**config.mk**
```make
export PLATFORM = sky130hd
export DESIGN_NAME = imem_debug_loader_flat
export DESIGN_NICKNAME = d
export VERILOG_FILES = /design/src/rtl/imem_debug_loader_if.sv /design/src/rtl/imem_debug_loader.sv /design/src/flat_wrapper.sv
export SDC_FILE = /design/constraint.sdc
export NUM_CORES = 1
export LEC_CHECK = 0
export CORE_ASPECT_RATIO = 0.9
export CORE_MARGIN = 3
export CORE_UTILIZATION = 57
export DETAILED_ROUTE_END_ITERATION = 8
export PLACE_DENSITY = 0.87
export SKIP_CTS_REPAIR_TIMING = 1
export SYNTH_ARGS = -nofsm -noshare
export SYNTH_HDL_FRONTEND = slang
export SYNTH_SLANG_ARGS = --single-unit
```
**constraint.sdc**
```tcl
create_clock -name clk -period 7.9 [get_ports clk]
set_input_delay 1.975 -clock clk [delete_from_list [all_inputs] [get_ports clk]]
set_output_delay 1.975 -clock clk [all_outputs]
set_load 0.005 [all_outputs]
```
**src/rtl/imem_debug_loader_if.sv**
```systemverilog
`default_nettype none
// ============================================================================
// Module   : imem_debug_loader_if
// Brief    : UART byte stream, instruction-memory write port and CPU control
//            bundle between the debug loader and its surroundings.
// Revision : 1.0
// ============================================================================
interface imem_debug_loader_if;
    logic [7:0]  rx_data;
    logic        rx_valid;
    logic        tx_ready;
    logic [7:0]  tx_data;
    logic        tx_valid;
    logic        inst_mem_wr_en;
    logic [31:0] inst_mem_addr;
    logic [31:0] inst_mem_data;
    logic        cpu_reset;
    logic        cpu_enable;
    logic        cpu_halted;
    logic [31:0] cycle_count;
    logic        busy;

    // master: the loader itself
    modport master (
        input  rx_data, rx_valid, tx_ready, cpu_halted,
        output tx_data, tx_valid, inst_mem_wr_en, inst_mem_addr, inst_mem_data,
               cpu_reset, cpu_enable, cycle_count, busy
    );

    // slave: UART pair and CPU top level
    modport slave (
        output rx_data, rx_valid, tx_ready, cpu_halted,
        input  tx_data, tx_valid, inst_mem_wr_en, inst_mem_addr, inst_mem_data,
               cpu_reset, cpu_enable, cycle_count, busy
    );
endinterface
`default_nettype wire

```
**src/rtl/imem_debug_loader.sv**
```systemverilog
`default_nettype none
// ============================================================================
// Module   : imem_debug_loader
// Brief    : Byte-command controller that loads instruction memory and runs,
//            steps, halts and resets the CPU; answers each command with a byte.
// Revision : 1.0
// ============================================================================
module imem_debug_loader #(
    parameter int         IMEM_DEPTH_WORDS = 256,
    parameter logic [7:0] ACK_BYTE         = 8'h06,
    parameter logic [7:0] NAK_BYTE         = 8'h15
) (
    input  logic                 clk,
    input  logic                 reset,
    imem_debug_loader_if.master  bus
);
    localparam logic [3:0] c_st_idle   = 4'd0;
    localparam logic [3:0] c_st_len_hi = 4'd1;
    localparam logic [3:0] c_st_len_lo = 4'd2;
    localparam logic [3:0] c_st_load   = 4'd3;
    localparam logic [3:0] c_st_write  = 4'd4;
    localparam logic [3:0] c_st_run    = 4'd5;
    localparam logic [3:0] c_st_step   = 4'd6;
    localparam logic [3:0] c_st_prst   = 4'd7;
    localparam logic [3:0] c_st_send   = 4'd8;

    localparam logic [7:0]  c_cmd_load  = 8'h4C;
    localparam logic [7:0]  c_cmd_run   = 8'h52;
    localparam logic [7:0]  c_cmd_step  = 8'h53;
    localparam logic [7:0]  c_cmd_prst  = 8'h50;
    localparam logic [7:0]  c_cmd_halt  = 8'h48;
    localparam logic [16:0] c_depth     = 17'(IMEM_DEPTH_WORDS);

    logic [3:0]  r_state;
    logic [3:0]  w_state_next;
    logic [7:0]  w_send_byte;
    logic [15:0] w_len;

    logic [7:0]  r_len_hi;
    logic [15:0] r_len;
    logic [15:0] r_idx;
    logic [1:0]  r_byte_cnt;
    logic [23:0] r_shift;
    logic [31:0] r_addr;
    logic [31:0] r_data;
    logic [7:0]  r_tx_data;
    logic [31:0] r_cycle_count;

    logic        w_wr_en;
    logic        w_cpu_reset;
    logic        w_cpu_enable;
    logic        w_tx_valid;
    logic        w_busy;

    assign w_len = {r_len_hi, bus.rx_data};

    always_ff @(posedge clk) begin
        if (reset) begin
            r_state <= c_st_idle;
        end else begin
            r_state <= w_state_next;
        end
    end

    always_comb begin
        w_state_next = r_state;
        w_send_byte  = ACK_BYTE;
        case (r_state)
            c_st_idle: begin
                if (bus.rx_valid) begin
                    case (bus.rx_data)
                        c_cmd_load: w_state_next = c_st_len_hi;
                        c_cmd_run: begin
                            if (bus.cpu_halted) begin
                                w_state_next = c_st_send;
                                w_send_byte  = NAK_BYTE;
                            end else begin
                                w_state_next = c_st_run;
                            end
                        end
                        c_cmd_step: w_state_next = c_st_step;
                        c_cmd_prst: w_state_next = c_st_prst;
                        default: begin
                            w_state_next = c_st_send;
                            w_send_byte  = NAK_BYTE;
                        end
                    endcase
                end
            end
            c_st_len_hi: begin
                if (bus.rx_valid) w_state_next = c_st_len_lo;
            end
            c_st_len_lo: begin
                if (bus.rx_valid) begin
                    if (w_len == 16'd0) begin
                        w_state_next = c_st_send;
                    end else if ({1'b0, w_len} > c_depth) begin
                        w_state_next = c_st_send;
                        w_send_byte  = NAK_BYTE;
                    end else begin
                        w_state_next = c_st_load;
                    end
                end
            end
            c_st_load: begin
                if (bus.rx_valid && r_byte_cnt == 2'd3) w_state_next = c_st_write;
            end
            c_st_write: begin
                // The last word hands over to a pipeline reset; its ACK follows.
                w_state_next = (r_idx + 16'd1 == r_len) ? c_st_prst : c_st_load;
            end
            c_st_run: begin
                if (bus.cpu_halted || (bus.rx_valid && bus.rx_data == c_cmd_halt)) begin
                    w_state_next = c_st_send;
                end
            end
            c_st_step: w_state_next = c_st_send;
            c_st_prst: w_state_next = c_st_send;
            c_st_send: begin
                if (bus.tx_ready) w_state_next = c_st_idle;
            end
            default: w_state_next = c_st_idle;
        endcase
    end

    always_comb begin
        w_wr_en      = (r_state == c_st_write);
        w_cpu_reset  = (r_state == c_st_prst);
        // Halt gates the enable in the same cycle so no instruction retires past HALT.
        w_cpu_enable = (r_state == c_st_step) || ((r_state == c_st_run) && !bus.cpu_halted);
        w_tx_valid   = (r_state == c_st_send);
        w_busy       = (r_state != c_st_idle);
    end

    always_ff @(posedge clk) begin
        if (reset) begin
            r_len_hi      <= 8'd0;
            r_len         <= 16'd0;
            r_idx         <= 16'd0;
            r_byte_cnt    <= 2'd0;
            r_shift       <= 24'd0;
            r_addr        <= 32'd0;
            r_data        <= 32'd0;
            r_tx_data     <= 8'd0;
            r_cycle_count <= 32'd0;
        end else begin
            if (r_state != c_st_send && w_state_next == c_st_send) begin
                r_tx_data <= w_send_byte;
            end
            case (r_state)
                c_st_len_hi: begin
                    if (bus.rx_valid) r_len_hi <= bus.rx_data;
                end
                c_st_len_lo: begin
                    if (bus.rx_valid) begin
                        r_len      <= w_len;
                        r_idx      <= 16'd0;
                        r_byte_cnt <= 2'd0;
                    end
                end
                c_st_load: begin
                    if (bus.rx_valid) begin
                        r_shift    <= {r_shift[15:0], bus.rx_data};
                        r_byte_cnt <= r_byte_cnt + 2'd1;
                        if (r_byte_cnt == 2'd3) begin
                            r_data <= {r_shift, bus.rx_data};
                            r_addr <= {14'd0, r_idx, 2'b00};
                        end
                    end
                end
                c_st_write: begin
                    r_idx <= r_idx + 16'd1;
                    // A byte landing during the write is the first byte of the next word.
                    if (bus.rx_valid) begin
                        r_shift    <= {r_shift[15:0], bus.rx_data};
                        r_byte_cnt <= 2'd1;
                    end
                end
                default: ;
            endcase
            if (w_cpu_reset) begin
                r_cycle_count <= 32'd0;
            end else if (w_cpu_enable && r_cycle_count != 32'hFFFF_FFFF) begin
                r_cycle_count <= r_cycle_count + 32'd1;
            end
        end
    end

    assign bus.tx_data        = r_tx_data;
    assign bus.tx_valid       = w_tx_valid;
    assign bus.inst_mem_wr_en = w_wr_en;
    assign bus.inst_mem_addr  = r_addr;
    assign bus.inst_mem_data  = r_data;
    assign bus.cpu_reset      = w_cpu_reset;
    assign bus.cpu_enable     = w_cpu_enable;
    assign bus.cycle_count    = r_cycle_count;
    assign bus.busy           = w_busy;
endmodule
`default_nettype wire
```
**src/flat_wrapper.sv**
```systemverilog
// flat-port wrapper written by rule: the top's interface ports become plain ports
module imem_debug_loader_flat 
#(
    parameter int         IMEM_DEPTH_WORDS = 256,
    parameter logic [7:0] ACK_BYTE         = 8'h06,
    parameter logic [7:0] NAK_BYTE         = 8'h15
)
  (clk, reset, bus_rx_data, bus_rx_valid, bus_tx_ready, bus_cpu_halted, bus_tx_data, bus_tx_valid, bus_inst_mem_wr_en, bus_inst_mem_addr, bus_inst_mem_data, bus_cpu_reset, bus_cpu_enable, bus_cycle_count, bus_busy);
  imem_debug_loader_if bus_i ();
  input  logic clk;
  input  logic reset;
  input wire logic [$bits(bus_i.rx_data)-1:0] bus_rx_data;
  input wire logic [$bits(bus_i.rx_valid)-1:0] bus_rx_valid;
  input wire logic [$bits(bus_i.tx_ready)-1:0] bus_tx_ready;
  input wire logic [$bits(bus_i.cpu_halted)-1:0] bus_cpu_halted;
  output wire logic [$bits(bus_i.tx_data)-1:0] bus_tx_data;
  output wire logic [$bits(bus_i.tx_valid)-1:0] bus_tx_valid;
  output wire logic [$bits(bus_i.inst_mem_wr_en)-1:0] bus_inst_mem_wr_en;
  output wire logic [$bits(bus_i.inst_mem_addr)-1:0] bus_inst_mem_addr;
  output wire logic [$bits(bus_i.inst_mem_data)-1:0] bus_inst_mem_data;
  output wire logic [$bits(bus_i.cpu_reset)-1:0] bus_cpu_reset;
  output wire logic [$bits(bus_i.cpu_enable)-1:0] bus_cpu_enable;
  output wire logic [$bits(bus_i.cycle_count)-1:0] bus_cycle_count;
  output wire logic [$bits(bus_i.busy)-1:0] bus_busy;
  assign bus_i.rx_data = bus_rx_data;
  assign bus_i.rx_valid = bus_rx_valid;
  assign bus_i.tx_ready = bus_tx_ready;
  assign bus_i.cpu_halted = bus_cpu_halted;
  assign bus_tx_data = bus_i.tx_data;
  assign bus_tx_valid = bus_i.tx_valid;
  assign bus_inst_mem_wr_en = bus_i.inst_mem_wr_en;
  assign bus_inst_mem_addr = bus_i.inst_mem_addr;
  assign bus_inst_mem_data = bus_i.inst_mem_data;
  assign bus_cpu_reset = bus_i.cpu_reset;
  assign bus_cpu_enable = bus_i.cpu_enable;
  assign bus_cycle_count = bus_i.cycle_count;
  assign bus_busy = bus_i.busy;
  imem_debug_loader #(.IMEM_DEPTH_WORDS(IMEM_DEPTH_WORDS), .ACK_BYTE(ACK_BYTE), .NAK_BYTE(NAK_BYTE)) u_core (.clk(clk), .reset(reset), .bus(bus_i));
endmodule
```
# Word-level counts from Yosys, hierarchy flattened
# Index checks and enable logic that the tools add are counted.
op_classes:
  addsub: 3
  order_cmp: 1
  eq_ne: 21
  n_mux: 25
  reduce_logical: 23
op_table:
  columns: ["cell", "count"]
  rows:
  - ["$eq A8 B7 Y1 const B", 5]
  - ["$mux W4", 9]
  - ["$add A32 B1 Y32 const B", 1]
  - ["$ne A32 B32 Y1 const B", 1]
  - ["$pmux W16 S2", 1]
  - ["$pmux W4 S8", 1]
  - ["$pmux W8 S2", 2]
  - ["$mux W8", 3]
  - ["$add A16 B1 Y16 const B", 1]
  - ["$eq A16 B16 Y1", 1]
  - ["$eq A4 B3 Y1 const B", 4]
  - ["$gt A16 B9 Y1 const B", 1]
  - ["$logic_not A16 Y1", 1]
  - ["$mux W16", 1]
  - ["$pmux W4 S4", 1]
  - ["$mux W5", 2]
  - ["$eq A4 B2 Y1 const B", 2]
  - ["$eq A4 B4 Y1 const B", 2]
  - ["$reduce_and A2 Y1", 4]
  - ["$mux W2", 3]
  - ["$ne A2 B2 Y1 const B", 3]
  - ["$pmux W2 S3", 1]
  - ["$reduce_or A2 Y1", 3]
  - ["$logic_and A1 B1 Y1", 5]
  - ["other kinds (14)", 15]
word_totals:
  reg_bits: 158
  input_bits: 13
  out_inout_bits: 109
  word_cells: 83

# Longest topological paths before layout
logic_depth:
  depth_word: 7
  ltp_mapped: 9
  depth_no_buf: 7

# Worst setup path after synthesis
# Ideal clock, no wire load.
synth_timing:
  kind: "in2out"
  start: "input port bus_cpu_halted"
  end: "output port bus_cpu_enable"
  arrival_time_ns: 2.514
  required_time_ns: 5.925
  setup_slack_ns: 3.411
  stages: 3
  path_buffers: 0
  path_cell_list: "nor3b_1 o21ai_1 inv_1"
synth_via:
  elab_chain_cells: 3
synth_rtl:
  columns: ["element", "line", "text"]
  rows:
  - ["from (decl)", "flat_wrapper.sv:15", "input wire logic [$bits(bus_i.cpu_halted)-1:0] bus_cpu_halted;"]
  - ["$logic_not A1 Y1", "imem_debug_loader.sv:130", "w_cpu_enable = (r_state == c_st_step) || ((r_state == c_st_run) && !bus.cpu_halted);"]
  - ["$logic_and A1 B1 Y1", "imem_debug_loader.sv:130", null]
  - ["$logic_or A1 B1 Y1", "imem_debug_loader.sv:130", null]
  - ["to (decl)", "flat_wrapper.sv:22", "output wire logic [$bits(bus_i.cpu_enable)-1:0] bus_cpu_enable;"]
# Every way passes these cells.

# Worst setup path in the final report
# Same ends and word-level chain as after synthesis.

==> run summary <==
Status: finished, final reports clean
Worst Max-Slew Pin Slew: 1.204 ns
Most frequent cells in the layout: nand2_1 (212), dfxtp_1 (153), a21oi_1 (115), clkdlybuf4s50_1 (100), nor2_1 (74)
CTS buffer count: 17
Top cell type's share of synthesized area: 44.17%
Sequential Power Share: 46.1%
Library cells used by synthesis: 51
Top Ports: 122
Slowest CP cell: o21ai_1
CTS Sinks: 153
Vias: 6477
Clk slew on worst S/H paths: 0.07 ns
Area Overhead vs Synth: 22.30%
Final hold violation count: 0
Synth area leader: dfxtp_1
Arrival @ worst endpoint: 4.08 ns
Final period util: 76.68%
Maxcap violations: 0
Final WS setup: 1.842 ns
First-pass GRT wire length: 29240 um
HP Class: reg -> reg
Max stage delay on crit path: 0.71 ns
Nets: 976
Fmax: 165.1 MHz
Most common cell after layout, fill and taps aside: nand2_1
Syn. warnings: 0
Asr flop ratio synth: 0%
Number of synthesized flops with an enable pin: 0
Post-Route WL: 17660 um
Maximum VDD drop: 0.0001532 V
ANT nets after route: 0
Crit path launch type: input pin
Crit Path Max Fanout: 13
GP Congestion: 0.9245
PortBufs: 101
Cells after synthesis: 895
Clk buf depth: 2
Number of remaining DRC errors: 0
Internal power: 0.001298 W
First-pass detailed-route iteration total: 5
Static leakage: 2.887 nW
Initial Util: 59.44%
Final setup violation count: 0
Global route total overflow: 0
Die width: 122.3 um
Mean post-synth cell area: 7.748 um^2
Largest net degree at the start of global routing: 120
Worst Path Required: 5.93 ns
Vias per cell: 5.737
Clk pwr share: 51.3%
CP dominant cell by count: clkdlybuf4s50_1
Pwr Total: 0.001683 W
P_sw: 0.0003850 W
H-Tree Depth: 4
CTS tree: yes
Place WS: 1.912 ns
WL/cell: 15.64 um
Combinational share of power: 2.6%
Core ar.: 11670 um^2
Share of layout cells above drive strength 1: 4.625%
ANT cells: 0
CP Cell Sequence: clkdlybuf4s50_1 > nor3b_1 > o21ai_1 > inv_1 > clkdlybuf4s50_1
Final TNS setup: 0 ns
Sequential-to-total area share from yosys stat: 44.17%
Dpl hpwl: 11750 um
Fill count: 945
Clock root buffer: clkbuf_16
Post-synthesis instance area: 6934 um^2
Clk_lat worst skew: 0.42 ns
Ys flop type: dfxtp_1
Tmin final: 6.058 ns
Synth area leaders: dfxtp_1 (44%), nand2_1 (11%), a21oi_1 (8.3%)
Final slew viol count: 0
Pwr dens: 198.5 nW/um^2
Fin Hold WS: 0.4534 ns
Rel. slew slack: 19.76%
Synthesized flop and latch total: 153
Antenna violations before repair: 0
Initial DRC Count: 690
FP Rows: 37
Vias in the first global route: 5933
Switching share of power: 22.87%
Die ar.: 13530 um^2
Final core utilization: 72.69%
All-Layer GR Usage: 26.24%
Crit. End Element: primary output
Setup repair after global routing missed its margin: false
Clock skew: 0.006628 ns
Die Ht: 110.6 um
Setup CP Type: in -> out
## registers in the layout, summed over array words and instances (netlist names)
signal and count:
u_core.bus.inst_mem_addr 16, u_core.r_idx 16, u_core.bus.tx_data 3, u_core.r_len 16, u_core.bus.inst_mem_data 32, u_core.r_state 4, u_core.bus.cycle_count 32, u_core.r_shift 24
u_core.r_len_hi 8, u_core.r_byte_cnt 2
## power groups by stage
stage          clock network (W)  registers [W]  logic (W)
2_1_floorplan                  0       0.000792  0.0000324
3_3_place_gp                   0       0.000793  0.0000428
3_5_place_dp                   0       0.000793  0.0000430
4_1_cts                 0.000869       0.000776  0.0000431
5_1_grt                 0.000903       0.000775  0.0000478
6_report                0.000863       0.000776  0.0000440
## metrics by stage
step	instance area (um^2)	std cells
CTS	8481	1129
global route	8481	1129
floorplan	7005	914
finish	8481	1129
global placement	7849	1097
detailed placement	7849	1097
## metal layers
layer | vias up | track usage (%) | wire, um
met2 | 238 | 40.62 | 8228
met1 | 3085 | 35.82 | 7871
met5 | - | 0 | 0
met4 | 0 | 8.060 | 284
li1 | 3126 | - | -
met3 | 28 | 6.861 | 1275
## worst paths after layout
check,startpoint,slack [ns],end,cells after the start
min,u_core.bus.inst_mem_data[27],0.45,u_core.bus.inst_mem_data[27],2
max reg2reg,u_core.r_idx[4],4.74,u_core.r_state[2],6
min reg2reg,u_core.bus.inst_mem_data[27],0.45,u_core.bus.inst_mem_data[27],2
max,bus_cpu_halted,1.84,bus_cpu_enable,5
## layout make-up
cell class / count / area (um^2) / area share [%]
clock buffers: 17 / 425.4 / 5.016
well taps: 156 / 195.2 / 2.302
multi-input cells: 672 / 3511 / 41.40
clock inverters: 15 / 206.4 / 2.434
repair buffers: 105 / 1039 / 12.25
inverters: 11 / 41.29 / 0.4869
flip-flops and latches: 153 / 3063 / 36.12
## cell usage after synthesis (4+ instances only)
library cell,n
clkbuf_1,53
nand2_1,212
xor2_1,20
o21ai_0,24
nor3_1,24
nor4_1,15
a21oi_1,115
buf_4,22
inv_1,10
nand3_1,25
and4_1,5
nor2_1,74
nor2b_1,4
and3_1,7
xnor2_1,32
nand3b_1,4
mux2i_1,11
or3_1,9
or4_1,7
dfxtp_1,153
nand4_1,12
## cells by family (layout without fill, tap and decap cells)
family          Yosys count  after routing  share of synthesized area, %
simple gates            424            424                         28.26
compound gates          162            162                         12.59
flops                   153            153                         44.17
buf+inv                  89            148                         6.225
xor+xnor                 52             52                         6.568
mux                      11             11                         1.588
fa+ha+maj                 3              3                        0.5414
other cells               1             20                       0.05408
## critical path, delay by kind of cell
kind                   cells  cell delay (ns)
buffers and inverters      3             1.31
AO/OA/AOI/OAI              1             0.71
AND/OR/NAND/NOR            1             0.09
Note: power is estimated with default switching activity, not from simulation.
